### config.mk
export PLATFORM = sky130hd
export DESIGN_NAME = seq_shift_add_multiplier
export DESIGN_NICKNAME = d
export VERILOG_FILES = /design/src/rtl/seq_shift_add_multiplier.sv
export SDC_FILE = /design/constraint.sdc
export NUM_CORES = 1
export LEC_CHECK = 0
export CAP_MARGIN = 20
export CORE_ASPECT_RATIO = 1.4
export CORE_MARGIN = 10
export CORE_UTILIZATION = 40
export DETAILED_ROUTE_END_ITERATION = 7
export PLACE_DENSITY_LB_ADDON = 0.12
export SLEW_MARGIN = 30
export SYNTH_ARGS = -nofsm -noshare
export SYNTH_HDL_FRONTEND = slang
export SYNTH_SLANG_ARGS = --single-unit
### constraint.sdc
create_clock -name clk -period 4.2 [get_ports clk]
set_input_delay 0.42 -clock clk [delete_from_list [all_inputs] [get_ports clk]]
set_output_delay 0.42 -clock clk [all_outputs]
set_load 0.02 [all_outputs]
### src/rtl/seq_shift_add_multiplier.sv
// seq_shift_add_multiplier: multi-cycle shift-and-add multiplier, unsigned or two's complement
module seq_shift_add_multiplier #(
  parameter int WIDTH = 4
) (
  input  logic               clk,
  input  logic               rst,
  input  logic               start,
  input  logic               signed_mode,
  input  logic [WIDTH-1:0]   a,
  input  logic [WIDTH-1:0]   b,
  output logic               ready,
  output logic               busy,
  output logic               done,
  output logic [2*WIDTH-1:0] product,
  output logic [WIDTH-1:0]   result,
  output logic               overflow
);
  localparam int CW = $clog2(WIDTH);
  typedef enum logic [1:0] {S_IDLE, S_RUN, S_FIN} state_t;
  state_t               state_q, state_d;
  logic [2*WIDTH-1:0]   mcand_q, mcand_d, acc_q, acc_d, prod_q, prod_d, fin;
  logic [WIDTH:0]       mplier_q, mplier_d, a_mag, b_mag;
  logic [CW-1:0]        cnt_q, cnt_d;
  logic                 neg_q, neg_d, sgn_q, sgn_d, ovf_q, ovf_d, done_q, done_d, fin_ovf;
  assign a_mag   = (signed_mode && a[WIDTH-1]) ? -{1'b1, a} : {1'b0, a};
  assign b_mag   = (signed_mode && b[WIDTH-1]) ? -{1'b1, b} : {1'b0, b};
  assign fin     = neg_q ? -acc_q : acc_q;
  // signed results fit only when the top WIDTH+1 bits are a pure sign extension
  assign fin_ovf = sgn_q ? ~(&fin[2*WIDTH-1:WIDTH-1] | ~|fin[2*WIDTH-1:WIDTH-1])
                         : |fin[2*WIDTH-1:WIDTH];
  assign ready    = (state_q == S_IDLE) && !done_q;
  assign busy     = state_q == S_RUN;
  assign done     = done_q;
  assign product  = prod_q;
  assign result   = prod_q[WIDTH-1:0];
  assign overflow = ovf_q;
  always_comb begin
    state_d  = state_q;
    mcand_d  = mcand_q;
    mplier_d = mplier_q;
    acc_d    = acc_q;
    cnt_d    = cnt_q;
    neg_d    = neg_q;
    sgn_d    = sgn_q;
    prod_d   = prod_q;
    ovf_d    = ovf_q;
    done_d   = 1'b0;
    case (state_q)
      S_IDLE: if (start && ready) begin
        mcand_d  = {{(WIDTH-1){1'b0}}, a_mag};
        mplier_d = b_mag;
        acc_d    = '0;
        cnt_d    = '0;
        neg_d    = signed_mode & (a[WIDTH-1] ^ b[WIDTH-1]);
        sgn_d    = signed_mode;
        state_d  = S_RUN;
      end
      S_RUN: begin
        acc_d    = acc_q + (mplier_q[0] ? mcand_q : '0);
        mcand_d  = mcand_q << 1;
        mplier_d = mplier_q >> 1;
        cnt_d    = cnt_q + 1'b1;
        state_d  = (cnt_q == CW'(WIDTH-1)) ? S_FIN : S_RUN;
      end
      S_FIN: begin
        prod_d  = fin;
        ovf_d   = fin_ovf;
        done_d  = 1'b1;
        state_d = S_IDLE;
      end
      default: state_d = S_IDLE;
    endcase
  end
  always_ff @(posedge clk) begin
    if (rst) begin
      state_q  <= S_IDLE;
      mcand_q  <= '0;
      mplier_q <= '0;
      acc_q    <= '0;
      cnt_q    <= '0;
      neg_q    <= 1'b0;
      sgn_q    <= 1'b0;
      prod_q   <= '0;
      ovf_q    <= 1'b0;
      done_q   <= 1'b0;
    end else begin
      state_q  <= state_d;
      mcand_q  <= mcand_d;
      mplier_q <= mplier_d;
      acc_q    <= acc_d;
      cnt_q    <= cnt_d;
      neg_q    <= neg_d;
      sgn_q    <= sgn_d;
      prod_q   <= prod_d;
      ovf_q    <= ovf_d;
      done_q   <= done_d;
    end
  end
endmodule

==> results of run 1 <==
-- worst max-delay path, cell delays in order, from the launching register on --
cell and delay (ps):
dfxtp_1 390, nand2b_1 440, clkinv_1 160, clkdlybuf4s50_1 570
-- metal layers --
metal / global-route usage [%] / share of wire, % / vias up
met1: 12.49 / 43 / 779
li1: - / - / 857
met2: 20.64 / 52 / 30
met5: 0 / 0 / -
met3: 3.578 / 3.9 / 5
met4: 4.149 / 1.4 / 0
-- power by group through the flow --
stage | clock network, W | registers [W] | logic, W
detailed placement | 0 | 0.000376 | 0.0000735
global route | 0.000264 | 0.000369 | 0.0000827
finish | 0.000239 | 0.000368 | 0.0000728
CTS | 0.000248 | 0.000368 | 0.0000739
global placement | 0 | 0.000376 | 0.0000733
floorplan | 0 | 0.000372 | 0.0000465
-- cells in the mapped netlist (5+ instances only) --
cell type | instances | share of area, %
a21oi_1 | 12 | 3.1
nand2_1 | 15 | 2.9
ha_1 | 11 | 7.0
and2_1 | 8 | 2.5
dfxtp_1 | 37 | 38
inv_1 | 7 | 1.3
xor2_1 | 8 | 3.6
a22oi_1 | 10 | 3.8
a211oi_1 | 7 | 2.7
xnor2_1 | 5 | 2.2
clkbuf_1 | 11 | 2.1
nor2_1 | 36 | 6.9
a222oi_1 | 5 | 2.5
-- worst max path at each step --
| stage | end | slack (ps) |
|---|---|---|
| global placement | acc_q[6] | 2060 |
| finish | busy | 1930 |
| detailed placement | acc_q[6] | 2030 |
| floorplan | acc_q[6] | 2190 |
| global route | busy | 1760 |
| CTS | busy | 1900 |
-- cells in the final DEF (no fill, tap or decap), types with 3 or more instances in the layout --
cell,instances
a211oi_1,7
clkbuf_8,5
a21oi_1,12
buf_4,3
xor2_1,8
nor4_1,3
nand2b_1,4
nand3_1,4
nor2_1,36
xnor2_1,5
a22oi_1,10
nand2_1,15
inv_1,7
a222oi_1,5
nor3_1,3
dfxtp_1,37
a31oi_1,3
ha_1,11
and2_1,8
o31ai_1,4
clkdlybuf4s50_1,27
-- registers in the layout, indices dropped and copies added, names as in the netlist --
name and count:
done 1, mplier_q 5, cnt_q 2, product 8, acc_q 8, sgn_q 1, neg_q 1, mcand_q 8
state_q 2, overflow 1
-- stage by stage --
step | instances | worst slack (ps) | total power, W | hold WS (ps)
2_1_floorplan | 229 | 2192 | 0.0004190 | 427.6
3_5_place_dp | 307 | 2032 | 0.0004493 | 444.9
3_3_place_gp | 307 | 2058 | 0.0004492 | 449.1
6_report | 315 | 1934 | 0.0006797 | 460.2
4_1_cts | 315 | 1897 | 0.0006893 | 459.4
5_1_grt | 315 | 1758 | 0.0007154 | 481.7
-- layout make-up --
cell class                      instances  area [um^2]  area share, %
Clock buffer                            6        72.57          3.092
Inverter                                8        30.03          1.279
Multi-Input combinational cell        168         1121          47.76
Clock inverter                          2        10.01         0.4264
Tap cell                               64        80.08          3.412
Timing Repair Buffer                   30        292.8          12.47
Sequential cell                        37        740.7          31.56
-- cell families (layout without fill, tap and decap cells) --
family / Yosys count / count (layout)
AND/OR/NAND/NOR: 85 / 85
multiplexers: 3 / 3
flip-flops: 37 / 37
buffers and inverters: 24 / 46
AO/OA/AOI/OAI: 54 / 54
adder cells (fa/ha/maj): 12 / 12
XOR/XNOR: 14 / 14
==> impl_results.md, run 1 <==
- Drt first pass iters: 5
- Sequential power share: 54.1%
- Layout cells sized above 1: 6.375%
- DRC viols: 0
- Hold/Removal Path Class: reg -> reg
- FMAX: 0.4412 GHz
- Final Skew: 3.863 ps
- Vias in the first global route: 1652
- # nets final: 274
- Port bufs: 27
- Fillers: 519
- Syn_nets: 253
- DR vias: 1671
- Post-synth ARST share: 0%
- H-tree depth: 2
- Final Cycle Share: 53.96%
- Skew-Pair Late Insertion Delay: 290 ps
- Ys Warns: 0
- Sw frac: 25.49%
- Reg2reg end: acc_q[6]
- Vias per cell: 5.305
- Die height: 102.9 um
- Worst Reg2Reg Path Length in Cells: 9
- Main combinational cell family by area after synthesis: simple AND/OR/NAND/NOR gates
- Mean area per synthesized cell: 8.584 um^2
- Pint: 0.0005065 W
- Largest net degree at the start of global routing: 25
- Yosys cell types: 45
- Post-CTS Setup Repair Bufs: 0
- Post-synthesis xor/xnor area fraction: 6.620%
- Syn Inst Count: 229
- Post-DP HPWL: 3321 um
- CP required: 3780 ps
- Die X: 79.25 um
- Synth Area in Simple Gates: 20.81%
- Leakage Power: 0.8938 nW
- Initial antenna violation count: 0
- CTS tree: done
- Final hold viol count: 0
- Final Max Tran Viols: 0
- Minimum clock period: 2266 ps
- Post-synthesis mux area share: 1.655%
- Post-CTS sizing: 0
- Hold Crit Start: mplier_q[4]
- Routed WL: 4329 um
- Hold endpoint: mplier_q[3]
- Post-synth EDFFs: 0
- Combinational share of power: 10.7%
- Sequential element share of the synthesized area: 37.68%
- Unrepaired setup endpoints after global routing: false
- Cell area after synthesis: 1966 um^2
- CP startpoint kind: register
- Crit end category: output pin
- Least-Margin Pin Slew: 572.9 ps
- Initial Util: 40.91%
- Outcome: complete, no violations
- Setup TNS: 0 ps
- Initial DRC Count: 68
- Post-place instance area: 2262 um^2
- Rows: 30
- WP data arrival: 1850 ps
- Clock sinks: 37
- Max IR drop VDD: 0.1646 mV
- Worst rel slew slack: 61.63%
- Diodes inserted: 0
- Clock Path Buffers: 2
- Top fanout value on the critical path: 12
- #FFs+latches synth: 37
- Wirelength per Cell: 13.74 um
- Overflow after GRT: 0
- Core Box Area: 4805 um^2
- Hold Crit Depth: 2
- Clk root buf: clkbuf_8
- GRT Total Usage: 11.56%
- Total CTS buffers: 5
- Adder-Cell Fraction of Synth Area: 8.020%
- Die area: 8158 um^2
- Synth Area in Compound Gates: 19.80%
- Area growth syn-to-layout: 19.41%
- NetSw: 0.0001732 W
- Most used DFF post-synth: dfxtp_1
- Crit Path Class: reg -> out
- Reg2Reg Setup Slack: 2040 ps
- Worst Setup SP: state_q[1]
- Placer congestion estimate: 0.8541
- Cell area after layout: 2347 um^2
- Pwr Density: 289.6 nW/um^2
- Antenna Nets Post-Route: 0
- Max-cap violations: 0
- Clock share of power: 35.2%
- Setup violators final: 0
- Worst-path clk slew: 70 ps
- Top Ports: 28
- First-pass GRT wire length: 7638 um
- Final core occ: 48.85%
- Reg2reg start: mplier_q[0]
- Hold_buf cts: 0
(Power assumes the default switching activity.)
==> run 2, diff against run 1 <==
Clock period 4.2 ns to 2.25 ns, I/O delays scaled along.
==> impl_results.md, run 2 (synthesized netlist as in run 1, its figures left out) <==
- Outcome: complete, no violations (unchanged)
- Core Box Area: 4805 um^2 (unchanged)
- Rows: 30 (unchanged)
- Post-place instance area: 2300 um^2 (was 2262 um^2)
- Clk root buf: clkbuf_8 (unchanged)
- Initial antenna violation count: 0 (unchanged)
- Clock Path Buffers: 2 (unchanged)
- Port bufs: 27 (unchanged)
- Largest net degree at the start of global routing: 39 (was 25)
- Die area: 8158 um^2 (unchanged)
- Least-Margin Pin Slew: 389.9 ps (was 572.9 ps)
- Final Cycle Share: 90.57%
- Fillers: 494 (was 519)
- Max IR drop VDD: 0.3755 mV (was 0.1646 mV)
- Minimum clock period: 2038 ps
- Total CTS buffers: 5 (unchanged)
- Die height: 102.9 um (unchanged)
- CP cell instances: and2_1, ha_1, fa_1, a21o_1, a21oi_2, o21bai_1, a21oi_1, xor2_1, o31ai_1 (was nand2b_1, clkinv_1, clkdlybuf4s50_1)
- Top Ports: 28 (unchanged)
- # nets final: 279 (was 274)
- CP startpoint kind: register (unchanged)
- Hold/Removal Path Class: reg -> reg (unchanged)
- Clock sinks: 37 (unchanged)
- Worst rel slew slack: 74.00% (was 61.63%)
- Final hold viol count: 0 (unchanged)
- CTS tree: done (unchanged)
- Die X: 79.25 um (unchanged)
- Antenna Nets Post-Route: 0 (unchanged)
- Pwr Density: 615.5 nW/um^2 (was 289.6 nW/um^2)
- Post-DP HPWL: 3248 um (was 3321 um)
- Routed WL: 4253 um (was 4329 um)
- Most frequent cells in the layout: dfxtp_1 (37), nor2_1 (36), clkdlybuf4s50_1 (27) (unchanged)
- DRC viols: 0 (unchanged)
- Setup violators final: 0 (unchanged)
- Placer congestion estimate: 0.8142 (was 0.8541)
- Post-CTS Setup Repair Bufs: 0 (unchanged)
- FMAX: 0.4907 GHz
- Final core occ: 50.73% (was 48.85%)
- Unrepaired setup endpoints after global routing: false (unchanged)
- Vias in the first global route: 1723 (was 1652)
- GRT Total Usage: 11.51% (was 11.56%)
- Layout cells sized above 1: 8.594% (was 6.375%)
- Skew-Pair Late Insertion Delay: 290 ps (about the same)
- DR vias: 1644 (was 1671)
- Drt first pass iters: 4 (was 5)
- Initial DRC Count: 89 (was 68)
- Overflow after GRT: 0 (unchanged)
- WP data arrival: 2200 ps (was 1850 ps)
- Most common cell after layout, fill and taps aside: dfxtp_1 (unchanged)
- Worst-path clk slew: 80 ps (was 70 ps)
- Area growth syn-to-layout: 24.00% (was 19.41%)
- CP required: 2410 ps (was 3780 ps)
- Setup TNS: 0 ps (unchanged)
- Max-cap violations: 0 (unchanged)
- Top fanout value on the critical path: 3 (was 12)
- Vias per cell: 5.138 (was 5.305)
- H-tree depth: 2 (unchanged)
- Final Skew: 7.774 ps (was 3.863 ps)
- Final Max Tran Viols: 0 (unchanged)
- Initial Util: 40.91% (unchanged)
- First-pass GRT wire length: 7665 um (was 7638 um)
- Crit Path Class: reg -> reg (was reg -> out)
- Cell area after layout: 2437 um^2 (was 2347 um^2)
- Fin worst setup slack: 212.1 ps (was 1934 ps)
- Leakage Power: 0.9438 nW (was 0.8938 nW)
- Pre-CTS WS: 168.7 ps (was 2032 ps)
- Diodes inserted: 0 (unchanged)
- Crit-path slowest cell: fa_1 (was clkdlybuf4s50_1)
- Total Power: 0.001500 W (was 0.0006797 W)
- Worst Path Buf+Inv: 0 (was 2)
- Slowest stage delay, CP: 410 ps (was 570 ps)
- Crit end category: register (was output pin)
- CP top delay family: compound AO/OA/AOI/OAI gates (was buffers and inverters)
- Wirelength per Cell: 13.29 um (was 13.74 um)
[run 2: cell types whose count changed in the layout (fill, tap and decap cells not counted), sizes merged]
cell,previous run,this run
buf,3,8
bufinv,0,2
clkbuf,6,5
clkinv,3,2
[run 2: final cells by class]
class                   count  area, um^2  area share, %
well taps                  64       80.08          3.285
clock inverters             3       65.06          2.669
multi-input cells         168        1122          46.05
flip-flops and latches     37       740.7          30.39
inverters                   8       30.03          1.232
repair buffers             35       330.3          13.55
clock buffers               5       68.82          2.823
[run 2: power breakdown]
group	switching, W	internal, W
clock	0.000232	0.000440
sequential	0.0000130	0.000671
combinational	0.0000801	0.0000641
total	0.000325	0.00118
[run 2: timing repair]
item / in CTS / in global routing
resized for setup: 0 / 1
endpoints found under the setup margin: 0 / 1
hold buffers: 0 / 0
[run 2: worst reg2reg max path, stage by stage, from the launching register on]
cell,delay [ps]
dfxtp_1,320
and2_1,150
ha_1,200
fa_1,410
a21o_1,190
a21oi_2,160
o21bai_1,80
a21oi_1,170
xor2_1,160
o31ai_1,80
[run 2: worst paths after layout]
| kind | from | to | slack [ps] | cells after the start |
|---|---|---|---|---|
| worst max register to register | mplier_q[0] | acc_q[6] | 210 | 9 |
| worst max-delay path | mplier_q[0] | acc_q[6] | 210 | 9 |
| worst min-delay path | mplier_q[4] | mplier_q[3] | 450 | 2 |
| worst min register to register | mplier_q[4] | mplier_q[3] | 450 | 2 |
[run 2: metal layers]
layer,GRT usage [%],wire length [um]
met3,3.752,244
met5,0,0
met2,20.96,2155
met4,4.979,77
met1,11.67,1777
[run 2: per-stage QoR]
stage / hold WS [ps] / instances
2_1_floorplan: 361.0 / 229
3_3_place_gp: 447.4 / 312
3_5_place_dp: 445.8 / 312
4_1_cts: 457.5 / 320
5_1_grt: 513.8 / 320
6_report: 450.9 / 320
==> run 3, diff against run 2 <==
Settings changed: CORE_ASPECT_RATIO 1.4 to 1.25.
==> impl_results.md, run 3 (synthesized netlist as in run 1, its figures left out) <==
- Worst Path Buf+Inv: 0 (unchanged)
- Post-CTS Setup Repair Bufs: 0 (unchanged)
- Unrepaired setup endpoints after global routing: false (unchanged)
- Leakage Power: 0.9330 nW (was 0.9438 nW)
- Hold/Removal Path Class: reg -> reg (unchanged)
- Diodes inserted: 0 (unchanged)
- Setup TNS: 0 ps (unchanged)
- Most common cell after layout, fill and taps aside: dfxtp_1 (unchanged)
- Clock Path Buffers: 2 (unchanged)
- Rows: 28 (was 30)
- Crit Path Class: reg -> reg (unchanged)
- Max IR drop VDD: 0.2806 mV (was 0.3755 mV)
- Top fanout value on the critical path: 3 (unchanged)
- Final hold viol count: 0 (unchanged)
- Wirelength per Cell: 13.56 um (was 13.29 um)
- Least-Margin Pin Slew: 384.7 ps (was 389.9 ps)
- Post-place instance area: 2302 um^2 (was 2300 um^2)
- Worst rel slew slack: 74.35% (was 74.00%)
- H-tree depth: 2 (unchanged)
- Die area: 8136 um^2 (was 8158 um^2)
- Initial antenna violation count: 0 (unchanged)
- CTS tree: done (unchanged)
- DRC viols: 0 (unchanged)
- Final Cycle Share: 91.94% (was 90.57%)
- Pwr Density: 556.9 nW/um^2 (was 615.5 nW/um^2)
- Hold_buf cts: 0 (unchanged)
- Slowest stage delay, CP: 400 ps (was 410 ps)
- Worst-path clk slew: 80 ps (about the same)
- Total CTS buffers: 5 (unchanged)
- Reg2Reg Setup Slack: 180 ps (was 210 ps)
- Largest net degree at the start of global routing: 39 (unchanged)
- Most used cell, CP: a21oi_1
- Initial Util: 41.26% (was 40.91%)
- # nets final: 280 (was 279)
- Layout cells sized above 1: 8.560% (was 8.594%)
- Core Box Area: 4765 um^2 (was 4805 um^2)
- CP required: 2420 ps (was 2410 ps)
- Most frequent cells in the layout: dfxtp_1 (37), nor2_1 (36), clkdlybuf4s50_1 (27) (unchanged)
- Overflow after GRT: 0 (unchanged)
- Vias per cell: 5.215 (was 5.138)
- Minimum clock period: 2069 ps (was 2038 ps)
- Area growth syn-to-layout: 22.28% (was 24.00%)
- Routed WL: 4298 um (was 4253 um)
- Crit end category: register (unchanged)
- Vias in the first global route: 1610 (was 1723)
- Antenna Nets Post-Route: 0 (unchanged)
- Cell area after layout: 2404 um^2 (was 2437 um^2)
- CP cell instances: and2_1, ha_1, fa_1, a21o_1, a21oi_1, o21bai_1, a21oi_1, xor2_1, o31ai_1 (was and2_1, ha_1, fa_1, a21o_1, a21oi_2, o21bai_1, a21oi_1, xor2_1, o31ai_1)
- Total Power: 0.001339 W (was 0.001500 W)
- Post-CTS sizing: 0 (unchanged)
- Placer congestion estimate: 0.7847 (was 0.8142)
- Port bufs: 27 (unchanged)
- CP top delay family: compound AO/OA/AOI/OAI gates (unchanged)
- Top Ports: 28 (unchanged)
- GRT Total Usage: 10.97% (was 11.51%)
- FMAX: 0.4834 GHz (was 0.4907 GHz)
- Clk root buf: clkbuf_8 (unchanged)
- Max-cap violations: 0 (unchanged)
- Drt first pass iters: 4 (unchanged)
- Final Max Tran Viols: 0 (unchanged)
- Skew-Pair Late Insertion Delay: 290 ps (about the same)
- Die height: 98.38 um (was 102.9 um)
- Placed cells: 309 (was 312)
- Crit-path slowest cell: fa_1 (unchanged)
- Critical path depth: 9 (unchanged)
- Final Skew: 7.279 ps (was 7.774 ps)
- Clock sinks: 37 (unchanged)
- CP startpoint kind: register (unchanged)
- Post-DP HPWL: 3214 um (was 3248 um)
- Finished Layout Cells: 317 (was 320)
- Fillers: 505 (was 494)
- Worst Reg2Reg Path Length in Cells: 9 (unchanged)
- Outcome: complete, no violations (unchanged)
- Setup violators final: 0 (unchanged)
- DR vias: 1653 (was 1644)
- Die X: 82.70 um (was 79.25 um)
- Hold Crit Depth: 2 (unchanged)
- First-pass GRT wire length: 7245 um (was 7665 um)
- WP data arrival: 2240 ps (was 2200 ps)
- Initial DRC Count: 78 (was 89)
-- run 3: report_power, final --
part | internal [W] | switching (W) | leakage [nW]
logic | 0.0000649 | 0.0000795 | 0.579
clock network | 0.000277 | 0.000233 | 0.0542
registers | 0.000671 | 0.0000135 | 0.300
total | 0.00101 | 0.000326 | 0.933
-- run 3: final cells by class --
cell class / count / area [um^2] / share of cell area [%]
Inverter: 8 / 30.03 / 1.249
Multi-Input combinational cell: 168 / 1119 / 46.54
Tap cell: 60 / 75.07 / 3.123
Timing Repair Buffer: 36 / 337.8 / 14.06
Sequential cell: 37 / 740.7 / 30.82
Clock buffer: 7 / 96.34 / 4.008
Clock inverter: 1 / 5.005 / 0.2082
-- run 3: per-layer routing --
layer / wire, um / share of wire (%) / track usage, % / vias to the layer above
li1: - / - / - / 865
met4: 36 / 0.84 / 3.871 / 0
met3: 247 / 5.7 / 3.303 / 4
met1: 1887 / 44 / 12.88 / 748
met5: 0 / 0 / 0 / -
met2: 2127 / 49 / 18.04 / 36
-- run 3: final timing paths --
| check | from | endpoint |
|---|---|---|
| worst min-delay path | mplier_q[4] | mplier_q[3] |
| worst min register to register | mplier_q[4] | mplier_q[3] |
| worst max register to register | mplier_q[0] | acc_q[6] |
| worst max-delay path | mplier_q[0] | acc_q[6] |
-- run 3: through the flow --
step	hold slack [ps]	util [%]	worst slack, ps
global route	479.8	50.45	64.42
detailed placement	444.9	48.32	182.9
CTS	456.2	50.45	162.2
floorplan	361.0	-	242.0
global placement	446.8	48.32	199.8
finish	455.2	50.45	181.3
-- run 3: worst register-to-register path: stages (launching register included) --
cell and delay, ps:
dfxtp_1 320, and2_1 150, ha_1 200, fa_1 400, a21o_1 170, a21oi_1 210
o21bai_1 90, a21oi_1 180, xor2_1 160, o31ai_1 70
